### src/rtl/rx_lane_sync_ctrl_if.sv
// Lane bundle between the deserializer byte stream and the sync controller.
// master: the controller (consumes data_in, drives status and forwarded data).
// slave:  the deserializer/downstream side (drives data_in, observes the rest).
interface rx_lane_sync_ctrl_if;
    logic [7:0] data_in;
    logic [7:0] data_out;
    logic       valid_out;
    logic       active;
    logic       slip;
    logic [2:0] slip_amt;
    logic [3:0] err_cnt;

    modport master (
        input  data_in,
        output data_out,
        output valid_out,
        output active,
        output slip,
        output slip_amt,
        output err_cnt
    );

    modport slave (
        output data_in,
        input  data_out,
        input  valid_out,
        input  active,
        input  slip,
        input  slip_amt,
        input  err_cnt
    );
endinterface

### src/rtl/rx_lane_sync_ctrl.sv
// Per-lane receive synchronisation controller on the deserializer byte clock.
// Finds comma alignment (commanding bit slips on rotated commas), declares
// lock after a run of aligned commas, then forwards data bytes and strips
// idle commas, dropping lock after a run of rotated-comma errors.
//
// state     | meaning
// ----------+----------------------------------------------------------
// SEARCH    | unaligned, hunting for a comma or a rotated comma
// SLIP_HOLD | slip issued, ignoring bytes while the deserializer settles
// LOCKING   | counting consecutive aligned commas toward lock
// LOCKED    | lane active, forwarding data and counting rotation errors
module rx_lane_sync_ctrl #(
    parameter logic [7:0] COMMA      = 8'hBC,
    parameter int         LOCK_COUNT = 4,
    parameter int         LOSS_COUNT = 4,
    parameter int         SLIP_WAIT  = 3
) (
    input  logic                       clk_4f,
    input  logic                       reset_L,
    rx_lane_sync_ctrl_if.master        lane
);

    localparam logic [3:0] LOCK_CNT_L = 4'(LOCK_COUNT);
    localparam logic [3:0] LOSS_CNT_L = 4'(LOSS_COUNT);
    localparam logic [2:0] WAIT_L     = 3'(SLIP_WAIT);

    typedef enum logic [1:0] {
        SEARCH    = 2'd0,
        SLIP_HOLD = 2'd1,
        LOCKING   = 2'd2,
        LOCKED    = 2'd3
    } state_t;

    state_t     state;
    logic [3:0] comma_cnt;
    logic [2:0] wait_cnt;

    logic       is_comma;
    logic       is_rot;
    logic [2:0] rot_fix;

    function automatic logic [7:0] rotl8(input logic [7:0] v, input int k);
        return (v << k) | (v >> (8 - k));
    endfunction

    // Classify the incoming byte; rot_fix is the left rotation (8-k) that realigns ROT(k).
    always_comb begin
        is_comma = (lane.data_in == COMMA);
        is_rot   = 1'b0;
        rot_fix  = 3'd0;
        for (int k = 1; k < 8; k++) begin
            if (!is_comma && lane.data_in == rotl8(COMMA, k)) begin
                is_rot  = 1'b1;
                rot_fix = 3'(8 - k);
            end
        end
    end

    // Alignment FSM with registered outputs; slip is a single-cycle pulse.
    always_ff @(posedge clk_4f or negedge reset_L) begin
        if (!reset_L) begin
            state          <= SEARCH;
            comma_cnt      <= 4'd0;
            wait_cnt       <= 3'd0;
            lane.data_out  <= 8'd0;
            lane.valid_out <= 1'b0;
            lane.active    <= 1'b0;
            lane.slip      <= 1'b0;
            lane.slip_amt  <= 3'd0;
            lane.err_cnt   <= 4'd0;
        end else begin
            lane.slip <= 1'b0;
            case (state)
                SEARCH: begin
                    lane.valid_out <= 1'b0;
                    lane.active    <= 1'b0;
                    if (is_comma) begin
                        if (LOCK_CNT_L <= 4'd1) begin
                            comma_cnt   <= LOCK_CNT_L;
                            lane.active <= 1'b1;
                            state       <= LOCKED;
                        end else begin
                            comma_cnt <= 4'd1;
                            state     <= LOCKING;
                        end
                    end else if (is_rot) begin
                        lane.slip     <= 1'b1;
                        lane.slip_amt <= rot_fix;
                        wait_cnt      <= WAIT_L;
                        state         <= SLIP_HOLD;
                    end
                end

                // The byte on which the count reaches zero is the last one ignored.
                SLIP_HOLD: begin
                    lane.valid_out <= 1'b0;
                    if (wait_cnt < 3'd2) begin
                        wait_cnt <= 3'd0;
                        state    <= SEARCH;
                    end else begin
                        wait_cnt <= wait_cnt - 3'd1;
                    end
                end

                LOCKING: begin
                    lane.valid_out <= 1'b0;
                    if (is_comma) begin
                        if (comma_cnt + 4'd1 >= LOCK_CNT_L) begin
                            comma_cnt   <= LOCK_CNT_L;
                            lane.active <= 1'b1;
                            state       <= LOCKED;
                        end else begin
                            comma_cnt <= comma_cnt + 4'd1;
                        end
                    end else if (is_rot) begin
                        lane.slip     <= 1'b1;
                        lane.slip_amt <= rot_fix;
                        wait_cnt      <= WAIT_L;
                        comma_cnt     <= 4'd0;
                        state         <= SLIP_HOLD;
                    end else begin
                        comma_cnt <= 4'd0;
                        state     <= SEARCH;
                    end
                end

                // Loss of lock does not slip; the next rotation seen in SEARCH does.
                LOCKED: begin
                    if (is_comma) begin
                        lane.valid_out <= 1'b0;
                        lane.err_cnt   <= 4'd0;
                    end else if (is_rot) begin
                        lane.valid_out <= 1'b0;
                        if (lane.err_cnt + 4'd1 >= LOSS_CNT_L) begin
                            lane.err_cnt <= 4'd0;
                            lane.active  <= 1'b0;
                            comma_cnt    <= 4'd0;
                            state        <= SEARCH;
                        end else begin
                            lane.err_cnt <= lane.err_cnt + 4'd1;
                        end
                    end else begin
                        lane.data_out  <= lane.data_in;
                        lane.valid_out <= 1'b1;
                    end
                end

                default: begin
                    state <= SEARCH;
                end
            endcase
        end
    end

endmodule

### src/flat_wrapper.sv
// flat-port wrapper written by rule: the top's interface ports become plain ports
module rx_lane_sync_ctrl_flat 
#(
    parameter logic [7:0] COMMA      = 8'hBC,
    parameter int         LOCK_COUNT = 4,
    parameter int         LOSS_COUNT = 4,
    parameter int         SLIP_WAIT  = 3
)
  (clk_4f, reset_L, lane_data_in, lane_data_out, lane_valid_out, lane_active, lane_slip, lane_slip_amt, lane_err_cnt);
  rx_lane_sync_ctrl_if lane_i ();
  input  logic clk_4f;
  input  logic reset_L;
  input wire logic [$bits(lane_i.data_in)-1:0] lane_data_in;
  output wire logic [$bits(lane_i.data_out)-1:0] lane_data_out;
  output wire logic [$bits(lane_i.valid_out)-1:0] lane_valid_out;
  output wire logic [$bits(lane_i.active)-1:0] lane_active;
  output wire logic [$bits(lane_i.slip)-1:0] lane_slip;
  output wire logic [$bits(lane_i.slip_amt)-1:0] lane_slip_amt;
  output wire logic [$bits(lane_i.err_cnt)-1:0] lane_err_cnt;
  assign lane_i.data_in = lane_data_in;
  assign lane_data_out = lane_i.data_out;
  assign lane_valid_out = lane_i.valid_out;
  assign lane_active = lane_i.active;
  assign lane_slip = lane_i.slip;
  assign lane_slip_amt = lane_i.slip_amt;
  assign lane_err_cnt = lane_i.err_cnt;
  rx_lane_sync_ctrl #(.COMMA(COMMA), .LOCK_COUNT(LOCK_COUNT), .LOSS_COUNT(LOSS_COUNT), .SLIP_WAIT(SLIP_WAIT)) u_core (.clk_4f(clk_4f), .reset_L(reset_L), .lane(lane_i));
endmodule
### config.mk
export PLATFORM = sky130hd
export DESIGN_NAME = rx_lane_sync_ctrl_flat
export DESIGN_NICKNAME = d
export VERILOG_FILES = /design/src/rtl/rx_lane_sync_ctrl_if.sv /design/src/rtl/rx_lane_sync_ctrl.sv /design/src/flat_wrapper.sv
export SDC_FILE = /design/constraint.sdc
export NUM_CORES = 1
export LEC_CHECK = 0
export BUFFER_PORTS_ARGS = -buffer_cell sky130_fd_sc_hd__buf_2
export CORE_ASPECT_RATIO = 0.7
export CORE_MARGIN = 2
export CORE_UTILIZATION = 37
export CTS_BUF_LIST = sky130_fd_sc_hd__clkbuf_4 sky130_fd_sc_hd__clkbuf_8
export DETAILED_ROUTE_END_ITERATION = 16
export GPL_TIMING_DRIVEN = 0
export PLACE_DENSITY_LB_ADDON = 0.3
export RECOVER_POWER = 50
export SETUP_SLACK_MARGIN = 0.15
export SYNTH_ARGS = -nofsm -noshare
export SYNTH_HDL_FRONTEND = slang
export SYNTH_SLANG_ARGS = --single-unit
### constraint.sdc
create_clock -name clk_4f -period 1.92 [get_ports clk_4f]
set_input_delay 0.192 -clock clk_4f [delete_from_list [all_inputs] [get_ports clk_4f]]
set_output_delay 0.192 -clock clk_4f [all_outputs]
set_load 0.1 [all_outputs]
Yosys cells after proc, flatten, opt, wreduce, memory -nomap -nowiden
Cells that the tools add are included.
- mux-type cells: 50
- $lt $le $gt $ge: 3
- bitwise gates (word level): 2
- $add $sub $neg: 3
- eq/ne operators: 22
- reductions and logical operators: 21
- operator list (cell ; count):
    equality test 8 bit, second input constant ; 5
    2-to-1 mux 4 bit ; 9
    2-to-1 mux 3 bit ; 10
    2-to-1 mux 1 bit ; 18
    equality test 8 x 7 -> 1 bit, second input constant ; 2
    2-to-1 mux 2 bit ; 8
    != test 2 x 1 -> 1 bit, second input constant ; 7
    one-hot mux 4 bit (3 select lines) ; 1
    AND reduction 6 bit ; 2
    AND reduction 3 bit ; 3
    adder 4 x 1 -> 4 bit, second input constant ; 2
    equality test 8 x 6 -> 1 bit, second input constant ; 1
    greater-or-equal comparator 4 x 3 -> 1 bit, second input constant ; 2
    one-hot mux 2 bit (4 select lines) ; 1
    logical AND 1 bit ; 7
    one-hot mux 3 bit (2 select lines) ; 1
    AND reduction 5 bit ; 1
    equality test 2 bit, second input constant ; 2
    != test 2 bit, second input constant ; 2
    nonzero test 2 bit ; 2
    less-than comparator 3 x 2 -> 1 bit, second input constant ; 1
    != test 3 x 1 -> 1 bit, second input constant ; 1
    != test 3 bit, second input constant ; 1
    one-hot mux 1 bit (3 select lines) ; 1
    other kinds (10) ; 11
- bits in registers: 27
- output and inout port bits: 18
- logic and storage cells: 110
- input bits: 10

Logic depth before layout (Yosys ltp)
Gate-level depths: netlist (run 1).
- word-level depth: 13
- gate-level depth with buffers: 7
- mapped depth without buffers: 6

Least setup slack after synthesis (run 1)
Ideal clock, no wire load.
- path type: reg-to-reg
- start: register u_core.lane.err_cnt[1]
- end: register u_core.lane.err_cnt[0]
- slack: -258 ps
- stages on the path, launching flop included: 7
- data required time: 1795 ps
- period minus slack after synthesis: 2178 ps
- data arrival time: 2053 ps
- path through: dfrtp_1 ha_1 nor3_1 a41oi_1 nor3_1 and2_1 mux2_2
- cells in the longest elaborated chain, start to end: 5
- ends and longest elaborated chain (what ; RTL line ; text):
    from (decl) ; rx_lane_sync_ctrl_if.sv:20 ; output err_cnt
    from (signal assigned) ; rx_lane_sync_ctrl.sv:140 ; lane.err_cnt <= lane.err_cnt + 4'd1;
    adder 4 x 1 -> 4 bit ; rx_lane_sync_ctrl.sv:134 ; if (lane.err_cnt + 4'd1 >= LOSS_CNT_L) begin
    greater-or-equal comparator 4 x 3 -> 1 bit ; rx_lane_sync_ctrl.sv:134 ;
    2-to-1 mux 4 bit ; rx_lane_sync_ctrl.sv:134 ;
    2-to-1 mux 4 bit ; rx_lane_sync_ctrl.sv:132 ; end else if (is_rot) begin
    2-to-1 mux 4 bit ; rx_lane_sync_ctrl.sv:129 ; if (is_comma) begin
No other way between the ends. The select of a mux whose other input is x is not followed.
A chain may end at the register's enable or synchronous reset.

Worst setup path in the final report (run 1)
- start: input port lane_data_in[7]
- end: register u_core.lane.data_out[6]
- cells in the longest elaborated chain, start to end: 12
- elaborated cells on any way between the ends: 26
- classes of those cells: eq/ne (8); mux (7); bitwise (2); reduce/logical (9)
- ends and longest elaborated chain (what ; RTL line ; text):
    from (decl) ; flat_wrapper.sv:13 ; input wire logic [$bits(lane_i.data_in)-1:0] lane_data_in;
    equality test 8 bit ; rx_lane_sync_ctrl.sv:48 ; is_comma = (lane.data_in == COMMA);
    zero test 1 bit ; rx_lane_sync_ctrl.sv:52 ; if (!is_comma && lane.data_in == rotl8(COMMA, k)) begin
    logical AND 1 bit ; rx_lane_sync_ctrl.sv:52 ;
    2-to-1 mux 1 bit (7 in a row) ; rx_lane_sync_ctrl.sv:52 ;
    NOT 1 bit (no source line) ; n/a ;
    AND reduction 3 bit (no source line) * ; n/a ;
    to (signal assigned) ; rx_lane_sync_ctrl.sv:143 ; lane.data_out <= lane.data_in;
    to (decl) ; rx_lane_sync_ctrl_if.sv:15 ; output data_out,
Mark *: on every way between the ends. The rest lies on a longest branch, timed or not.

==> impl_metrics.env, run 1 <==
export IMPL_crit_end="u_core.lane.data_out[6]"
export IMPL_hold_violations=0
export IMPL_ir_drop_mv=0.911
export IMPL_cts_sinks=27
export IMPL_yosys_area_share_simple_pct=23.9
export IMPL_drive_gt1_share_pct=34.3
export IMPL_synthTopCellsByCount="dfrtp_1 (27), nand2_1 (12), a21oi_1 (8), mux2_4 (8)"
export IMPL_h_tree_depth=1
export IMPL_grt_pass1_vias=1160
export IMPL_yosysWarnings=0
export IMPL_n_fill_cell=369
export IMPL_startpoint="lane_data_in[7]"
export IMPL_cp_data_arrival_time_ns=1.91
export IMPL_insertion_delay_ns=0.28
export IMPL_ant_nets=0
export IMPL_leakagePower_nw=0.885
export IMPL_io_pins=28
export IMPL_endpoint_kind="register"
export IMPL_drt_pass1_iter_count=4
export IMPL_synth_nets=155
export IMPL_antenna_cells=0
export IMPL_relSlewSlack_pct=56.8
export IMPL_synth_seq_cells=27
export IMPL_status="finished, final reports clean"
export IMPL_synth_cell_type_count=44
export IMPL_synthArstFlopShare_pct=100
export IMPL_cts_tree="built"
export IMPL_wl_per_cell_um=14.8
export IMPL_crit_fanout=10
export IMPL_finClkSkew_ns=0.0148
export IMPL_rows=19
export IMPL_synthMuxAreaShare_pct=10.1
export IMPL_initial_core_util_pct=38.7
export IMPL_rr_startpoint="u_core.comma_cnt[0]"
export IMPL_finalCritPeriodShare_pct=90.0
export IMPL_grt_overflow=0
export IMPL_vias=1246
export IMPL_dieHeight_um=57.6
export IMPL_pwr_density_cell_nw_per_um2=1510
export IMPL_synth_xor_area_share_pct=0
export IMPL_reg2reg_to="u_core.state[0]"
export IMPL_drt_iter0_drc=68
export IMPL_synth_area_leader_cell="dfrtp_1"
export IMPL_synth_edff_count=0
export IMPL_required_ns=2.10
export IMPL_rsz0062_at_grt="yes"
export IMPL_netlist_area_um2=1520
export IMPL_yosys_area_top_type_share_pct=44.5
export IMPL_synth_compound_area_share_pct=15.2
export IMPL_fin_util_pct=47.4
export IMPL_layout_nets=189
export IMPL_drt_total_wl_um=3360
export IMPL_syn_to_final_growth_pct=22.6
export IMPL_synth_top_cells_by_area="dfrtp_1 (45%), mux2_4 (7.9%), nor4bb_1 (3.3%)"
export IMPL_multi_input_area_um2=840
export IMPL_routed_via_density=5.49
export IMPL_fin_tns_setup_ns=0
export IMPL_fmax_mhz=579
export IMPL_chipWidth_um=80.6
export IMPL_syn_inst=142
export IMPL_place_hpwl_um=2540
export IMPL_seq_area_um2=686
export IMPL_start_kind="input port"
export IMPL_finalMaxSlewViolations=0
export IMPL_final_cells=227
export IMPL_core_area_um2=3920
export IMPL_clockRootBuffer="clkbuf_8"
export IMPL_hp_start="lane_data_in[2]"
export IMPL_place_inst=221
export IMPL_route_detailed_drc=0
export IMPL_grt_max_degree=28
export IMPL_min_period_ns=1.73
export IMPL_grt_antenna_before_repair=0
export IMPL_avgSynthCellArea_um2=10.7
export IMPL_critPathKind="in2reg"
export IMPL_setup_violations=0
export IMPL_ys_seq_area_share_pct=44.5
export IMPL_grt_use_total_pct=15.4
export IMPL_max_cap_violations=0
export IMPL_tightest_slew_ns=0.649
export IMPL_post_synth_top_count_cell="dfrtp_1"
export IMPL_r2r_slack_ns=0.23
export IMPL_grt_pass1_wl_um=5620
export IMPL_clk_pin_slew_ns=0.10
export IMPL_synth_top_family_by_area="simple AND/OR/NAND/NOR gates"
export IMPL_reg2regPathDepth=6
export IMPL_gp_congestion=0.796
export IMPL_numPortBuffers=27
export IMPL_synthAdderAreaFrac_pct=2.47
export IMPL_synth_flop_cell="dfrtp_1"
export IMPL_cts_made_buffers=3
export IMPL_clockBufferDepth=2
export IMPL_design_die_area_um2=4640
export IMPL_hp_class="in2reg"
state kept, by name (all words and copies together) (netlist names):
register and flops:
u_core.lane.slip_amt 3, u_core.wait_cnt 3, u_core.lane.err_cnt 4, u_core.state 2, u_core.lane.active 1, u_core.comma_cnt 4
u_core.lane.slip 1, u_core.lane.valid_out 1, u_core.lane.data_out 8
routing by layer:
layer,GRT usage (%),part of all wire [%],routed length (µm)
met5,0,0,0
met4,2.66,1.0,35
met3,3.80,5.2,176
met2,22.4,42,1420
met1,23.6,51,1720
worst max-delay path, cell delays in order:
cell and delay [ns]:
buf_2 0.12, buf_8 0.13, and4bb_1 0.21, o2111ai_4 0.24, nand4_4 0.18, or3_1 0.36, buf_6 0.17, mux2_4 0.30
cell families (layout without fill, tap and decap cells):
logic type | Yosys count | after routing
and+or+nand+nor | 55 | 55
AOI/OAI and AO/OA | 33 | 33
DFF | 27 | 27
buffers and inverters | 13 | 46
muxes | 11 | 11
adders and majority gates | 3 | 3
area by class of cell:
cell class | count | share of cell area (%)
timing repair buffer | 29 | 8.20
clock inverter | 1 | 0.403
inverter | 8 | 1.61
sequential | 27 | 36.9
tap | 52 | 3.50
buffer | 5 | 2.08
clock buffer | 3 | 2.22
multi-input combinational | 102 | 45.1
worst min-delay path by stage:
stage,depth (start not counted),slack [ns],endpoint
after floorplan,0,-0.10,u_core.comma_cnt[0]
after global placement,1,0.23,u_core.lane.slip_amt[0]
after detailed placement,1,0.24,u_core.lane.slip_amt[0]
after CTS,2,0.23,u_core.lane.data_out[2]
after global routing,2,0.23,u_core.lane.data_out[2]
final,2,0.22,u_core.lane.data_out[2]
stage by stage:
stage | setup WS (ns) | power, mW | cell area (µm²) | hold WS [ns]
finish | 0.192 | 2.81 | 1860 | 0.225
floorplan | 0.0968 | 2.16 | 1540 | -0.104
detailed placement | -0.153 | 2.45 | 1740 | 0.243
global route | 0.117 | 2.95 | 1860 | 0.231
CTS | 0.155 | 2.79 | 1800 | 0.227
global placement | -0.136 | 2.39 | 1740 | 0.231
power by group:
group	leakage [nW]	total, mW	switching, mW	internal (mW)
combinational	0.525	1.59	1.19	0.399
clock	0.0217	0.334	0.187	0.148
sequential	0.338	0.884	0.133	0.751
cells in the final DEF (no fill, tap or decap), types with 5 or more instances in the layout:
cell type | synthesis | final
nor2_1 | 6 | 5
clkbuf_2 | 0 | 11
inv_1 | 6 | 6
buf_2 | 1 | 17
mux2_4 | 8 | 8
a21oi_1 | 8 | 8
nand2_1 | 12 | 12
dfrtp_1 | 27 | 23
nor3_1 | 5 | 5
what timing repair did:
item / in CTS / in global routing
endpoints found under the setup margin: 0 / 15
gates resized for setup: 0 / 10
setup buffers: 0 / 1
hold buffers: 1 / 0
hold endpoints to repair: 27 / 0
Note: power is estimated with default switching activity, not from simulation.
==> run 2, diff against run 1 <==
Settings changed: GPL_TIMING_DRIVEN 0 to unset, SKIP_LAST_GASP set to 1.
==> run 2 against run 1 <==
Against the previous run:
- count of clock-buffer cells in the layout unchanged
- highest routed layer unchanged
- register-to-register slack got worse by 0.03 ns
- sequential cell count unchanged
- clock power decreased by 3%
- design area decreased by 0.40%
- utilization decreased by 0.19 points
- sequential power increased by 0.5%
- critical path depth decreased by 2
- critical endpoint is now u_core.state[0]
- final cell count increased by 2.2%
- sequential share of layout area increased by 0.15 points
- worst setup slack improved by 0.011 ns
- maximum frequency increased by 0.62%
==> impl_metrics.env, run 2 (same netlist as run 1, synthesis figures left out) <==
export IMPL_dieHeight_um=57.6
export IMPL_ant_nets=0
export IMPL_fmax_mhz=582
export IMPL_crit_fanout=5
export IMPL_met1_length_um=1690
export IMPL_final_cells=232
export IMPL_drt_iter0_drc=70
export IMPL_grt_antenna_before_repair=0
export IMPL_clockRootBuffer="clkbuf_8"
export IMPL_clk_pin_slew_ns=0.10
export IMPL_rsz0062_at_grt="no"
export IMPL_finalMaxSlewViolations=0
export IMPL_regMostFlops="u_core.lane.data_out"
export IMPL_grt_pass1_wl_um=5710
export IMPL_largest_reg_flops=8
export IMPL_grt_overflow=0
export IMPL_gp_congestion=0.797
export IMPL_numPortBuffers=27
export IMPL_post_dp_cell_area_um2=1780
export IMPL_hp_class="in2reg"
export IMPL_place_hpwl_um=2570
export IMPL_cts_tree="built"
export IMPL_routed_via_density=5.47
export IMPL_drive_gt1_share_pct=35.0
export IMPL_ir_drop_mv=0.741
export IMPL_power_mw=2.79
export IMPL_pwr_density_cell_nw_per_um2=1510
export IMPL_io_pins=28
export IMPL_endpoint_kind="register"
export IMPL_clockBufferDepth=2
export IMPL_final_area_um2=1850
export IMPL_whs_path_depth=2
export IMPL_critPathKind="reg2reg"
export IMPL_leakagePower_nw=0.902
export IMPL_cp_data_arrival_time_ns=1.85
export IMPL_mostFrequentLayoutCells="dfrtp_1 (23), buf_2 (18), nand2_1 (12)"
export IMPL_status="finished, final reports clean"
export IMPL_tightest_slew_ns=1.17
export IMPL_wl_met3_um=178
export IMPL_syn_to_final_growth_pct=22.1
export IMPL_antenna_cells=0
export IMPL_finClkSkew_ns=0.0108
export IMPL_cts_sinks=27
export IMPL_layout_nets=194
export IMPL_wl_met2_um=1540
export IMPL_h_tree_depth=1
export IMPL_grt_pass1_vias=1185
export IMPL_relSlewSlack_pct=22.6
export IMPL_design_die_area_um2=4640
export IMPL_final_common_cell="dfrtp_1"
export IMPL_finalCritPeriodShare_pct=89.4
export IMPL_core_area_um2=3920
export IMPL_required_ns=2.06
export IMPL_drt_total_wl_um=3430
export IMPL_min_period_ns=1.72
export IMPL_chipWidth_um=80.6
export IMPL_place_inst=227
export IMPL_setup_violations=0
export IMPL_hold_violations=0
export IMPL_largestRegisters="u_core.lane.data_out: 8 flops, u_core.comma_cnt: 4 flops, u_core.lane.err_cnt: 4 flops"
export IMPL_vias=1270
export IMPL_whs_ns=0.225
export IMPL_max_cap_violations=0
export IMPL_maxUsedRoutingLayer="met4"
export IMPL_initial_core_util_pct=38.7
export IMPL_insertion_delay_ns=0.28
export IMPL_start_kind="register"
export IMPL_route_detailed_drc=0
export IMPL_fin_ws_ns=0.203
export IMPL_drt_pass1_iter_count=4
export IMPL_pre_cts_slack_ns=-0.00969
export IMPL_wl_per_cell_um=14.8
export IMPL_grt_max_degree=28
export IMPL_reg2regPathDepth=6
export IMPL_cts_made_buffers=3
export IMPL_grt_use_total_pct=15.8
export IMPL_rows=19
export IMPL_r2r_slack_ns=0.20
[run 2: changes by cell type in the layout (fill, tap and decap cells not counted), moves of 2 or more]
cell,delta
clkbuf_2,-3
buf_4,+10
o2111ai_4,-2
o2111ai_2,+2
[run 2: stage by stage]
step	util, %	setup TNS [ns]
2_1_floorplan	-	0
3_3_place_gp	45.5	0
3_5_place_dp	45.5	-0.0524
4_1_cts	47.0	0
5_1_grt	47.2	0
6_report	47.2	0
[run 2: path summary, 6_finish.rpt]
path / startpoint / to
worst min register to register: u_core.lane.slip_amt[0] / u_core.lane.slip_amt[0]
worst max-delay path: u_core.comma_cnt[0] / u_core.state[0]
max in group asynchronous: reset_L / u_core.lane.err_cnt[0]
min in group asynchronous: reset_L / u_core.lane.err_cnt[1]
worst max register to register: u_core.comma_cnt[0] / u_core.state[0]
worst min-delay path: lane_data_in[2] / u_core.lane.data_out[2]
[run 2: cell type report]
cell class              instances  area, µm²
clock buffers                   3       41.3
flip-flops and latches         27        686
multi-input cells             102        797
repair buffers                 39        226
inverters                       8       30.0
fillers                       371       2070
well taps                      52       65.1
clock inverters                 1       7.51
[run 2: report_power, final]
part           switching, mW  leakage [nW]  internal [mW]
logic                   1.18         0.542          0.400
registers              0.137         0.338          0.751
clock network          0.176        0.0217          0.147
total                   1.49         0.902           1.30
[run 2: metal layers]
| metal | track usage [%] | up-vias |
|---|---|---|
| li1 | - | 614 |
| met1 | 24.6 | 624 |
| met2 | 22.5 | 30 |
| met3 | 4.27 | 2 |
| met4 | 2.18 | 0 |
| met5 | 0 | - |
[run 2: what timing repair did]
action,CTS,global route
hold buffers,1,0
hold endpoints to repair,27,0
endpoints found under the setup margin,0,6
setup buffers,0,0
resized for setup,0,2
[run 2: critical path, cell delays in order, from the launching register on]
cell and delay (ns):
dfrtp_1 0.44, ha_1 0.23, or3_1 0.32, o31ai_2 0.12
nor2_1 0.11, o211ai_1 0.22, o2111ai_1 0.13
==> run 3, diff against run 2 <==
Settings changed: CORE_UTILIZATION 37 to 57.
==> run 3 against run 2 <==
Against the previous run:
- combinational power barely moved
- count of clock-buffer cells in the layout did not move
- clock power rose by 1%
- design area fell by 2.1%
- critical path type unchanged
- critical endpoint unchanged
==> impl_metrics.env, run 3 (same netlist as run 1, synthesis figures left out) <==
export IMPL_clk_pin_slew_ns=0.10
export IMPL_min_period_ns=1.67
export IMPL_io_pins=28
export IMPL_clockBufferDepth=2
export IMPL_pwr_density_cell_nw_per_um2=1540
export IMPL_rows=15
export IMPL_grt_pass1_wl_um=5650
export IMPL_drt_iter0_drc=80
export IMPL_routed_via_density=6.23
export IMPL_antenna_cells=0
export IMPL_gp_congestion=0.815
export IMPL_rsz0062_at_grt="no"
export IMPL_regMostFlops="u_core.lane.data_out"
export IMPL_pre_cts_slack_ns=0.0317
export IMPL_critPathSlowestCell="dfrtp_1"
export IMPL_tightest_slew_ns=1.16
export IMPL_wl_per_cell_um=16.0
export IMPL_ant_nets=0
export IMPL_start_kind="register"
export IMPL_vias=1321
export IMPL_initial_core_util_pct=60.8
export IMPL_chipWidth_um=65.7
export IMPL_grt_antenna_before_repair=0
export IMPL_post_dp_cell_area_um2=1750
export IMPL_drt_pass1_iter_count=4
export IMPL_cts_made_buffers=3
export IMPL_crit_fanout=5
export IMPL_drt_total_wl_um=3390
export IMPL_relSlewSlack_pct=22.7
export IMPL_n_fill_cell=172
export IMPL_critPathKind="reg2reg"
export IMPL_finClkSkew_ns=0.0118
export IMPL_largest_reg_flops=8
export IMPL_status="finished, final reports clean"
export IMPL_fmax_mhz=597
export IMPL_finalMaxSlewViolations=0
export IMPL_numPortBuffers=27
export IMPL_endpoint_kind="register"
export IMPL_finalCritPeriodShare_pct=87.2
export IMPL_largestRegisters="u_core.lane.data_out: 8 flops, u_core.comma_cnt: 4 flops, u_core.lane.err_cnt: 4 flops"
export IMPL_drive_gt1_share_pct=33.7
export IMPL_ir_drop_mv=1.04
export IMPL_grt_max_degree=28
export IMPL_place_hpwl_um=2530
export IMPL_core_area_um2=2500
export IMPL_route_detailed_drc=0
export IMPL_power_mw=2.79
export IMPL_grt_use_total_pct=25.0
export IMPL_dieHeight_um=47.2
export IMPL_h_tree_depth=1
export IMPL_syn_to_final_growth_pct=19.5
export IMPL_critPathMaxStageDelay_ns=0.45
export IMPL_cts_tree="built"
export IMPL_grt_pass1_vias=1210
export IMPL_layout_nets=192
export IMPL_cp_data_arrival_time_ns=1.82
export IMPL_crit_chain="ha_1 > or3_1 > o31ai_2 > nor2_1 > o211ai_1 > o2111ai_1"
export IMPL_cts_sinks=27
export IMPL_setup_violations=0
export IMPL_fin_ws_ns=0.245
export IMPL_fin_tns_setup_ns=0
export IMPL_insertion_delay_ns=0.28
export IMPL_path_delay_family="flip-flops"
export IMPL_leakagePower_nw=0.890
export IMPL_mostFrequentLayoutCells="dfrtp_1 (23), buf_2 (18), nand2_1 (12)"
export IMPL_design_die_area_um2=3100
export IMPL_final_area_um2=1810
export IMPL_crit_buf_inv=0
export IMPL_grt_overflow=0
export IMPL_clockRootBuffer="clkbuf_8"
export IMPL_final_common_cell="dfrtp_1"
export IMPL_hp_class="in2reg"
export IMPL_hold_violations=0
export IMPL_max_cap_violations=0
export IMPL_required_ns=2.07
## run 3: cell count changes in the layout (fill, tap and decap cells not counted), sizes merged
cell,before,now
buf,29,27
## run 3: layout make-up
| type | count | area [µm²] | area share, % |
|---|---|---|---|
| multi-input combinational | 102 | 797 | 43.9 |
| inverter | 8 | 30.0 | 1.66 |
| clock inverter | 1 | 7.51 | 0.414 |
| sequential | 27 | 686 | 37.8 |
| timing repair buffer | 37 | 210 | 11.6 |
| tap | 34 | 42.5 | 2.34 |
| clock buffer | 3 | 41.3 | 2.28 |
## run 3: worst paths after layout
| kind | startpoint | endpoint | slack (ns) | cells past startpoint |
|---|---|---|---|---|
| setup reg to reg | u_core.comma_cnt[0] | u_core.state[0] | 0.25 | 6 |
| max in group asynchronous | reset_L | u_core.lane.err_cnt[1] | 0.97 | 2 |
| setup / recovery | u_core.comma_cnt[0] | u_core.state[0] | 0.25 | 6 |
| hold reg to reg | u_core.lane.slip_amt[0] | u_core.lane.slip_amt[0] | 0.50 | 1 |
| min in group asynchronous | reset_L | u_core.lane.err_cnt[0] | 0.47 | 2 |
| hold / removal | lane_data_in[6] | u_core.lane.data_out[6] | 0.23 | 2 |
## run 3: per-layer routing
metal  wire length [µm]  vias up  global-route usage [%]
met4                 82        0                    12.9
met1               1550      654                    34.0
met2               1540       50                    38.4
met3                208        9                    5.52
li1                   -      608                       -
met5                  0        -                       0
## run 3: timing repair
action / 4_1_cts / 5_1_grt
setup endpoints to repair: 0 / 7
hold buffers: 1 / 0
setup buffers: 0 / 0
gates resized for setup: 0 / 2
hold endpoints to repair: 27 / 0
## run 3: power breakdown
group / total (mW) / internal (mW) / switching (mW) / leakage, nW
Combinational: 1.57 / 0.397 / 1.17 / 0.529
Clock: 0.328 / 0.148 / 0.180 / 0.0217
Sequential: 0.892 / 0.751 / 0.140 / 0.338
Total: 2.79 / 1.30 / 1.49 / 0.890
## run 3: per-stage QoR
stage / hold WS (ns) / cells / util, %
global placement: 0.226 / 207 / 69.9
floorplan: -0.104 / 142 / -
detailed placement: 0.235 / 207 / 69.9
CTS: 0.221 / 212 / 72.3
global route: 0.239 / 212 / 72.7
finish: 0.226 / 212 / 72.7
